[src/rtl/seg_pkg.sv]
// Shared definitions for the multiplexed 7-segment display path.
package seg_pkg;

    localparam int NUM_DIGITS = 8;
    localparam int DIGIT_W    = 5;
    localparam int FRAME_W    = NUM_DIGITS * DIGIT_W;

    typedef logic [DIGIT_W-1:0] digit_t;

    typedef enum logic [1:0] {
        IDLE,
        SCAN,
        HANDOVER
    } scan_state_e;

endpackage

[src/rtl/rr_pick.sv]
// Combinational round-robin picker: first requester found searching upward
// from last_owner+1, wrapping modulo N_REQ.
module rr_pick #(
    parameter int N_REQ = 2,
    localparam int IDX_W = (N_REQ > 1) ? $clog2(N_REQ) : 1
) (
    input  logic [N_REQ-1:0] req,
    input  logic [IDX_W-1:0] last_owner,
    output logic [N_REQ-1:0] pick,
    output logic             valid
);

    // last_owner itself is tried last, so a releasing client only wins again
    // when nobody else is asking.
    always_comb begin
        pick  = '0;
        valid = 1'b0;
        for (int k = 1; k <= N_REQ; k++) begin
            for (int j = 0; j < N_REQ; j++) begin
                if (!valid && req[j] && (j == (int'(last_owner) + k) % N_REQ)) begin
                    pick[j] = 1'b1;
                    valid   = 1'b1;
                end
            end
        end
    end

endmodule

[src/rtl/seg_scan_arbiter.sv]
// Scans an 8-digit multiplexed display and shares it round-robin between
// display clients, handing over only on frame boundaries or owner release.
module seg_scan_arbiter
    import seg_pkg::*;
#(
    parameter int F_CLK       = 50000000,
    parameter int F_SCAN      = 1000,
    parameter int N_REQ       = 2,
    parameter int BLANK_CYC   = 5000,
    parameter int HOLD_FRAMES = 500
) (
    input  logic                       clk,
    input  logic                       rst_n,
    input  logic [N_REQ-1:0]           req,
    input  logic [N_REQ*FRAME_W-1:0]   digits,
    output logic [N_REQ-1:0]           grant,
    output logic [2:0]                 cs_pointer,
    output logic [DIGIT_W-1:0]         dig_ctrl,
    output logic                       blank,
    output logic                       frame_done
);

    localparam int DIV   = F_CLK / F_SCAN;
    localparam int CNT_W = (DIV > 1) ? $clog2(DIV) : 1;
    localparam int FRM_W = $clog2(HOLD_FRAMES + 1);
    localparam int IDX_W = (N_REQ > 1) ? $clog2(N_REQ) : 1;
    localparam logic [FRM_W-1:0] FRM_MAX = '1;
    localparam logic [2:0]       LAST_DIGIT = 3'(NUM_DIGITS - 1);

    scan_state_e       state, state_n;
    logic [CNT_W-1:0]  slot_cnt, slot_n;
    logic [FRM_W-1:0]  frame_cnt, frame_n;
    logic [IDX_W-1:0]  last_owner, last_n;
    logic [N_REQ-1:0]  grant_n;
    logic [2:0]        cs_n;
    digit_t            dig_n;
    logic              blank_n;
    logic              fd_n;

    logic [N_REQ-1:0]  pick;
    logic              pick_vld;
    logic [IDX_W-1:0]  owner_idx;
    logic [FRAME_W-1:0] cur_frame;
    digit_t            cur_digit;
    logic              owner_req;
    logic              other_req;
    logic              slot_end;

    rr_pick #(
        .N_REQ(N_REQ)
    ) u_rr_pick (
        .req        (req),
        .last_owner (last_owner),
        .pick       (pick),
        .valid      (pick_vld)
    );

    assign slot_end  = (slot_cnt == CNT_W'(DIV - 1));
    assign owner_req = |(req & grant);
    assign other_req = |(req & ~grant);

    // Live digit lookup: client edits show up on the next clock, no frame latch.
    always_comb begin
        owner_idx = '0;
        cur_frame = '0;
        for (int i = 0; i < N_REQ; i++) begin
            if (grant[i]) begin
                owner_idx = IDX_W'(i);
                cur_frame = digits[i*FRAME_W +: FRAME_W];
            end
        end
        cur_digit = '0;
        for (int d = 0; d < NUM_DIGITS; d++) begin
            if (cs_pointer == 3'(d)) begin
                cur_digit = cur_frame[d*DIGIT_W +: DIGIT_W];
            end
        end
    end

    always_comb begin
        state_n = state;
        slot_n  = slot_cnt;
        frame_n = frame_cnt;
        last_n  = last_owner;
        grant_n = grant;
        cs_n    = cs_pointer;
        fd_n    = 1'b0;

        case (state)
            IDLE: begin
                slot_n  = '0;
                cs_n    = '0;
                grant_n = '0;
                if (pick_vld) begin
                    grant_n = pick;
                    frame_n = '0;
                    state_n = SCAN;
                end
            end

            SCAN: begin
                slot_n = slot_end ? '0 : slot_cnt + 1'b1;
                if (slot_end) begin
                    // Owner release outranks the frame end, so no frame_done then.
                    if (!owner_req) begin
                        last_n  = owner_idx;
                        grant_n = '0;
                        cs_n    = '0;
                        frame_n = '0;
                        state_n = other_req ? HANDOVER : IDLE;
                    end else if (cs_pointer == LAST_DIGIT) begin
                        fd_n = 1'b1;
                        if (other_req && (int'(frame_cnt) + 1 >= HOLD_FRAMES)) begin
                            last_n  = owner_idx;
                            grant_n = '0;
                            cs_n    = '0;
                            frame_n = '0;
                            state_n = HANDOVER;
                        end else begin
                            if (frame_cnt != FRM_MAX) begin
                                frame_n = frame_cnt + 1'b1;
                            end
                            cs_n = '0;
                        end
                    end else begin
                        cs_n = cs_pointer + 1'b1;
                    end
                end
            end

            HANDOVER: begin
                slot_n  = slot_end ? '0 : slot_cnt + 1'b1;
                grant_n = '0;
                cs_n    = '0;
                if (slot_end) begin
                    if (pick_vld) begin
                        grant_n = pick;
                        frame_n = '0;
                        state_n = SCAN;
                    end else begin
                        state_n = IDLE;
                    end
                end
            end

            default: begin
                state_n = IDLE;
                slot_n  = '0;
                grant_n = '0;
                cs_n    = '0;
            end
        endcase

        blank_n = !((state_n == SCAN) && (int'(slot_n) >= BLANK_CYC));
        dig_n   = ((state == SCAN) && (state_n == SCAN)) ? cur_digit : '0;
    end

    always_ff @(posedge clk or negedge rst_n) begin
        if (!rst_n) begin
            state      <= IDLE;
            slot_cnt   <= '0;
            frame_cnt  <= '0;
            last_owner <= IDX_W'(N_REQ - 1);
            grant      <= '0;
            cs_pointer <= '0;
            dig_ctrl   <= '0;
            blank      <= 1'b1;
            frame_done <= 1'b0;
        end else begin
            state      <= state_n;
            slot_cnt   <= slot_n;
            frame_cnt  <= frame_n;
            last_owner <= last_n;
            grant      <= grant_n;
            cs_pointer <= cs_n;
            dig_ctrl   <= dig_n;
            blank      <= blank_n;
            frame_done <= fd_n;
        end
    end

endmodule

[config.mk]
export PLATFORM = sky130hd
export DESIGN_NAME = seg_scan_arbiter
export DESIGN_NICKNAME = d
export VERILOG_FILES = /design/src/rtl/seg_pkg.sv /design/src/rtl/rr_pick.sv /design/src/rtl/seg_scan_arbiter.sv
export SDC_FILE = /design/constraint.sdc
export NUM_CORES = 1
export LEC_CHECK = 0
export BUFFER_PORTS_ARGS = -buffer_cell sky130_fd_sc_hd__buf_2
export CELL_PAD_IN_SITES_DETAIL_PLACEMENT = 1
export CELL_PAD_IN_SITES_GLOBAL_PLACEMENT = 1
export CORE_ASPECT_RATIO = 0.6
export CORE_MARGIN = 1
export CORE_UTILIZATION = 35
export DETAILED_ROUTE_END_ITERATION = 12
export GPL_TIMING_DRIVEN = 0
export HOLD_SLACK_MARGIN = 0.1
export PLACE_DENSITY_LB_ADDON = 0.1
export SYNTH_ARGS = -nofsm -noshare
export SYNTH_HDL_FRONTEND = slang
export SYNTH_SLANG_ARGS = --single-unit
[constraint.sdc]
create_clock -name clk -period 2.4 [get_ports clk]
set_input_delay 0.24 -clock clk [delete_from_list [all_inputs] [get_ports clk]]
set_output_delay 0.24 -clock clk [all_outputs]
set_load 0.05 [all_outputs]
==> results.json, run 1 <==
{
  "run_status": "complete, but fails checks",
  "failed_checks": "setup timing",
  "cts_buffer_depth": 2,
  "peakVddDrop_mv": 0.258,
  "synthMostInstantiatedCell": "dfrtp_1",
  "area_growth_pct": 32.1,
  "hold_path_class": "in2async",
  "antenna_cells": 0,
  "syn_area_sq_mm": 0.00338,
  "setup_ws_ns": -0.0685,
  "crit_arrival_ns": 2.63,
  "nets": 602,
  "netlist_top_cells_area": "dfrtp_1 (28%), ha_1 (5.2%), a22oi_1 (4.0%), nor2_1 (3.1%), a21oi_1 (2.7%)",
  "grt_pass1_wl_um": 19500,
  "syn_inst": 384,
  "slew_viol_final": 0,
  "pre_cts_slack_ns": -0.302,
  "via_count": 3601,
  "power.density_mw_per_mm2": 357,
  "avgRoutedWirePerCell_um": 19.1,
  "detailed_place_hpwl_um": 9360,
  "crit_slowest_cell": "or4_4",
  "h-tree-depth": 2,
  "finalHoldViolCount": 0,
  "drt.antenna.violating_nets": 0,
  "worstSetupStartpoint": "cs_pointer[0]",
  "synthFlopType": "dfrtp_1",
  "syn_nets": 482,
  "cts_tree": "built",
  "io_pins": 96,
  "syn_avg_cell_area_sq_um": 8.81,
  "fin_skew_ns": 0.00863,
  "finish.utilization": 0.481,
  "insertion_delay_ns": 0.29,
  "numPortBuffers": 95,
  "clock-sinks": 40,
  "synthArstFlopShare": 1.00,
  "finalSetupViolations": 3,
  "place_congestion": 0.872,
  "vias_per_cell": 5.67,
  "r2r_cells": 10,
  "synth_top_area_share": 0.281,
  "p_leak_uw": 0.00202,
  "max_freq_mhz": 405,
  "cp_max_fo": 6,
  "ys_types": 80,
  "grtUsageTotal": 0.253,
  "worst_setup_path_start_kind": "flop",
  "drc_errors": 0,
  "clk_pin_slew_ns": 0.06,
  "die-height_um": 78.2,
  "min_period_ns": 2.47,
  "worst_pin_slew_ns": 0.970,
  "post-route-period-util": 1.03,
  "die_w_um": 129,
  "fin_cells": 635,
  "rr_endpoint": "dig_ctrl[1]",
  "drv_cap": 0,
  "crit_end": "dig_ctrl[1]",
  "cts_buffers": 5,
  "antenna_found_initial": 0,
  "initial_core_util": 0.364,
  "core_area_sq_mm": 0.00929,
  "slew_headroom": 0.353,
  "cts-root-buf": "clkbuf_16",
  "rows": 27,
  "grt_pass1_vias": 3668,
  "placed_cells": 609,
  "routed_wl_um": 12200,
  "hold_slack_ns": 0.0826,
  "grt_max_degree": 41,
  "cp-end-kind": "flop",
  "rrSetupSlack_ns": -0.07,
  "crit_top_cell": "ha_4",
  "finalSetupTns_ns": -0.190,
  "path_cells": "ha_4 > ha_4 > buf_6 > clkinvlp_4 > or4_4 > a21oi_1 > nand3_1 > a21oi_2 > buf_4 > nor4_2",
  "synth_common_cells": "dfrtp_1 (38), nor2_1 (28), nand2_1 (22), a21oi_1 (18), a22oi_1 (18)",
  "synth-seq-cells": 40,
  "synth_edf_count": 0,
  "crit_type": "reg2reg",
  "yosys_warnings": 0,
  "drtIter0Drc": 193,
  "drive_above_1_share": 0.376,
  "synth_largest_area_cell": "dfrtp_1",
  "rsz0062_at_grt": "yes",
  "crit_required_ns": 2.57,
  "filler_cell_count": 1118,
  "drtPass1Iterations": 4,
  "cpPeakStageDelay_ns": 0.55,
  "rr_startpoint": "cs_pointer[0]",
  "die-area_sq_mm": 0.0101,
  "seq_area_frac_synth": 0.297,
  "grt-ovfl-total": 0
}
==> per-layer routing <==
| metal | GRT usage | vias up | routed length [um] |
|---|---|---|---|
| li1 | - | 1730 | - |
| met1 | 0.386 | 1782 | 6350 |
| met2 | 0.361 | 81 | 5010 |
| met3 | 0.0579 | 8 | 732 |
| met4 | 0.0388 | 0 | 60 |
| met5 | 0 | - | 0 |
==> worst min-delay path by stage <==
| stage | from | to | slack [ns] |
|---|---|---|---|
| floorplan | rst_n | cs_pointer[0] | -0.06 |
| global placement | rst_n | dig_ctrl[4] | 0.44 |
| detailed placement | rst_n | dig_ctrl[4] | 0.44 |
| CTS | rst_n | slot_cnt[0] | 0.12 |
| global route | rst_n | slot_cnt[0] | 0.17 |
| finish | rst_n | dig_ctrl[1] | 0.08 |
==> kinds of logic after synthesis <==
| family | Yosys count | share of synthesized area |
|---|---|---|
| AND/OR/NAND/NOR | 132 | 0.223 |
| AO/OA/AOI/OAI | 131 | 0.295 |
| flip-flops | 40 | 0.297 |
| buffers and inverters | 37 | 0.0447 |
| multiplexers | 17 | 0.0547 |
| adder cells (fa/ha/maj) | 14 | 0.0518 |
| XOR/XNOR | 13 | 0.0337 |
==> layout by cell type (no fill, tap or decap), types with 7 or more instances in the layout <==
cell type	instances
inv_1	15
buf_4	22
mux2i_1	8
xor2_1	7
a22o_1	8
dfrtp_2	7
a22oi_1	18
o21ai_0	14
nand3_1	11
ha_1	7
dfrtp_1	31
nor4_1	9
o22ai_1	9
clkbuf_1	7
a21oi_1	16
nand2_1	21
buf_2	100
nand2b_1	7
nor2_1	26
nor3_1	8
==> final cells by class <==
class	instances	area (sq um)	area share
inverters	17	67.6	0.0151
plain buffers	18	92.6	0.0207
repair buffers	115	626	0.140
flip-flops and latches	40	1010	0.226
clock inverters	2	12.5	0.00280
well taps	130	163	0.0364
multi-input cells	307	2370	0.530
clock buffers	6	129	0.0288
==> worst max-delay path: cells and delay by family, from the launching register on <==
kind            cells  cell delay (ns)
fa+ha+maj           2             0.28
compound gates      2             0.54
simple gates        3             0.72
flops               1             0.39
buf+inv             3             0.42
==> registers in the layout (all words and copies together) (netlist names) <==
register and cells:
slot_cnt 16, frame_cnt 9, dig_ctrl 5, cs_pointer 3, grant 2, state 2
blank 1, frame_done 1, last_owner 1
==> power by group <==
| part | internal [uW] | total [uW] | switching, uW |
|---|---|---|---|
| registers | 682 | 687 | 4.56 |
| clock network | 384 | 666 | 282 |
| logic | 105 | 243 | 138 |
| total | 1170 | 1600 | 425 |
==> through the flow <==
stage | power (uW) | cell area (sq um)
after CTS | 1610 | 4290
after global placement | 927 | 4040
after global routing | 1670 | 4470
after detailed placement | 931 | 4040
final | 1600 | 4470
after floorplan | 813 | 3410
==> what timing repair did <==
item	4_1_cts	5_1_grt
hold endpoints to repair	0	0
hold buffers	0	0
gates resized for setup	11	29
endpoints found under the setup margin	17	17
cloned	0	0
buffers inserted	8	13
pin swaps	7	14
Power figures use the tool's default switching activity.
==> run 2: changes to the inputs <==
--- a/config.mk
+++ b/config.mk
@@ -8,7 +8,7 @@
 export BUFFER_PORTS_ARGS = -buffer_cell sky130_fd_sc_hd__buf_2
 export CELL_PAD_IN_SITES_DETAIL_PLACEMENT = 1
 export CELL_PAD_IN_SITES_GLOBAL_PLACEMENT = 1
-export CORE_ASPECT_RATIO = 0.6
+export CORE_ASPECT_RATIO = 1.2
 export CORE_MARGIN = 1
 export CORE_UTILIZATION = 35
 export DETAILED_ROUTE_END_ITERATION = 12
==> results.json, run 2 (synthesized netlist as in run 1, its figures left out) <==
{
  "avgRoutedWirePerCell_um": 18.3,
  "regMostFlops": "slot_cnt",
  "die_w_um": 91.8,
  "crit_slowest_cell": "or4_4",
  "antenna_cells": 0,
  "grt_max_degree": 41,
  "worst_pin_slew_ns": 0.940,
  "initial_core_util": 0.367,
  "power.density_mw_per_mm2": 333,
  "placed_cells": 599,
  "hold_slack_ns": 0.0745,
  "p_leak_uw": 0.00203,
  "crit_type": "reg2reg",
  "drc_errors": 0,
  "place_congestion": 0.865,
  "post-route-period-util": 0.976,
  "slew_viol_final": 0,
  "drtPass1Iterations": 4,
  "detailed_place_hpwl_um": 8670,
  "drtIter0Drc": 119,
  "antenna_found_initial": 0,
  "nets": 602,
  "setup_ws_ns": 0.0580,
  "drive_above_1_share": 0.386,
  "crit_top_cell": "ha_4",
  "finalSetupViolations": 0,
  "routed_wl_um": 11500,
  "cp_top_family": "simple AND/OR/NAND/NOR gates",
  "clock-sinks": 40,
  "path_cells": "ha_4 > ha_4 > buf_6 > clkinvlp_4 > or4_4 > a211oi_4 > a22oi_2 > nand2b_4 > mux2_4",
  "min_period_ns": 2.34,
  "numPortBuffers": 95,
  "cts_buffer_depth": 2,
  "area_growth_pct": 33.0,
  "run_status": "finished clean",
  "top_regs": "slot_cnt (16), frame_cnt (9), dig_ctrl (5)",
  "dpl_cell_area_sq_mm": 0.00403,
  "layout_common_cells": "buf_2 (99), dfrtp_1 (32), nor2_1 (26), nand2_1 (21), buf_4 (20)",
  "insertion_delay_ns": 0.30,
  "largest_reg_flops": 16,
  "cp-end-kind": "flop",
  "worst_setup_path_start_kind": "flop",
  "hold_path_class": "in2async",
  "drt.antenna.violating_nets": 0,
  "grt_pass1_vias": 3702,
  "cp_max_fo": 4,
  "multiInputGateArea_sq_mm": 0.00243,
  "grt_pass1_wl_um": 18400,
  "slew_headroom": 0.373,
  "finalHoldViolCount": 0,
  "max_freq_mhz": 427,
  "drv_cap": 0,
  "clk_pin_slew_ns": 0.08,
  "rrSetupSlack_ns": 0.06,
  "cpPeakStageDelay_ns": 0.54,
  "die-area_sq_mm": 0.0101,
  "via_count": 3567,
  "ctsHoldBuffers": 0,
  "grt-ovfl-total": 0,
  "grtUsageTotal": 0.232,
  "final_cell_area_sq_mm": 0.00450,
  "finalPower_uw": 1500,
  "regArea_sq_mm": 0.00101,
  "io_pins": 96,
  "critPathBufInv": 2,
  "fin_cells": 625,
  "vias_per_cell": 5.71,
  "cts-root-buf": "clkbuf_8",
  "crit_required_ns": 2.63,
  "die-height_um": 110,
  "filler_cell_count": 1127,
  "pre_cts_slack_ns": -0.331,
  "cts_tree": "built",
  "crit_arrival_ns": 2.58,
  "h-tree-depth": 2,
  "layout_commonest_cell": "buf_2",
  "peakVddDrop_mv": 0.332,
  "rows": 38,
  "rsz0062_at_grt": "yes",
  "fin_skew_ns": 0.00532,
  "cts_buffers": 5,
  "core_area_sq_mm": 0.00922
}
run 2: changes by cell type in the layout (fill, tap and decap cells not counted), moves of 2 or more:
| cell | delta |
|---|---|
| buf_4 | -2 |
| nor4_4 | +4 |
| clkbuf_1 | -3 |
| nor4_1 | -6 |
| clkbuf_16 | -5 |
| a311oi_2 | +2 |
| a311oi_1 | -2 |
| nor4_2 | +2 |
| clkbuf_8 | +5 |
| clkbuf_2 | +2 |
| buf_6 | +2 |
run 2: report_power, final:
| part | internal [uW] | total [uW] | switching (uW) |
|---|---|---|---|
| registers | 681 | 687 | 5.63 |
| logic | 112 | 253 | 141 |
| clock network | 308 | 560 | 252 |
| total | 1100 | 1500 | 398 |
run 2: repair_timing:
action,in CTS,in global routing
gates resized for setup,18,35
setup endpoints to repair,17,11
endpoints found under the hold margin,0,0
setup buffers,12,8
pin swaps,4,9
run 2: final timing paths:
kind | start | end | depth (start not counted)
min in group clk | req[0] | grant[1] | 3
hold / removal | rst_n | frame_done | 1
hold reg to reg | frame_cnt[8] | frame_cnt[8] | 1
max in group asynchronous | rst_n | frame_cnt[0] | 1
setup reg to reg | cs_pointer[0] | last_owner | 9
setup / recovery | cs_pointer[0] | last_owner | 9
run 2: worst register-to-register path, delay by kind of cell, from the launching register on:
family / cells / cell delay (ns)
multiplexers: 1 / 0.29
adder cells (fa/ha/maj): 2 / 0.28
AND/OR/NAND/NOR: 2 / 0.70
AO/OA/AOI/OAI: 2 / 0.37
flip-flops: 1 / 0.42
buffers and inverters: 2 / 0.20
run 2: area by class of cell:
| class | instances | area share |
|---|---|---|
| Buffer | 18 | 0.0225 |
| Clock buffer | 5 | 0.0153 |
| Clock inverter | 3 | 0.00945 |
| Inverter | 17 | 0.0150 |
| Multi-Input combinational cell | 307 | 0.540 |
| Sequential cell | 40 | 0.225 |
| Tap cell | 120 | 0.0334 |
| Timing Repair Buffer | 115 | 0.140 |
run 2: routing by layer:
metal  vias to the layer above  track usage  routed length [um]
met2                       108        0.441                5800
li1                       1724            -                   -
met1                      1712        0.263                4720
met3                        23       0.0346                 581
met5                         -            0                   0
met4                         0       0.0848                 361
run 2: through the flow:
step,util,TNS [ns]
after CTS,0.467,0
after global placement,0.437,-2.28
after global routing,0.488,-0.0510
final,0.488,0
after floorplan,-,0
after detailed placement,0.437,-2.94
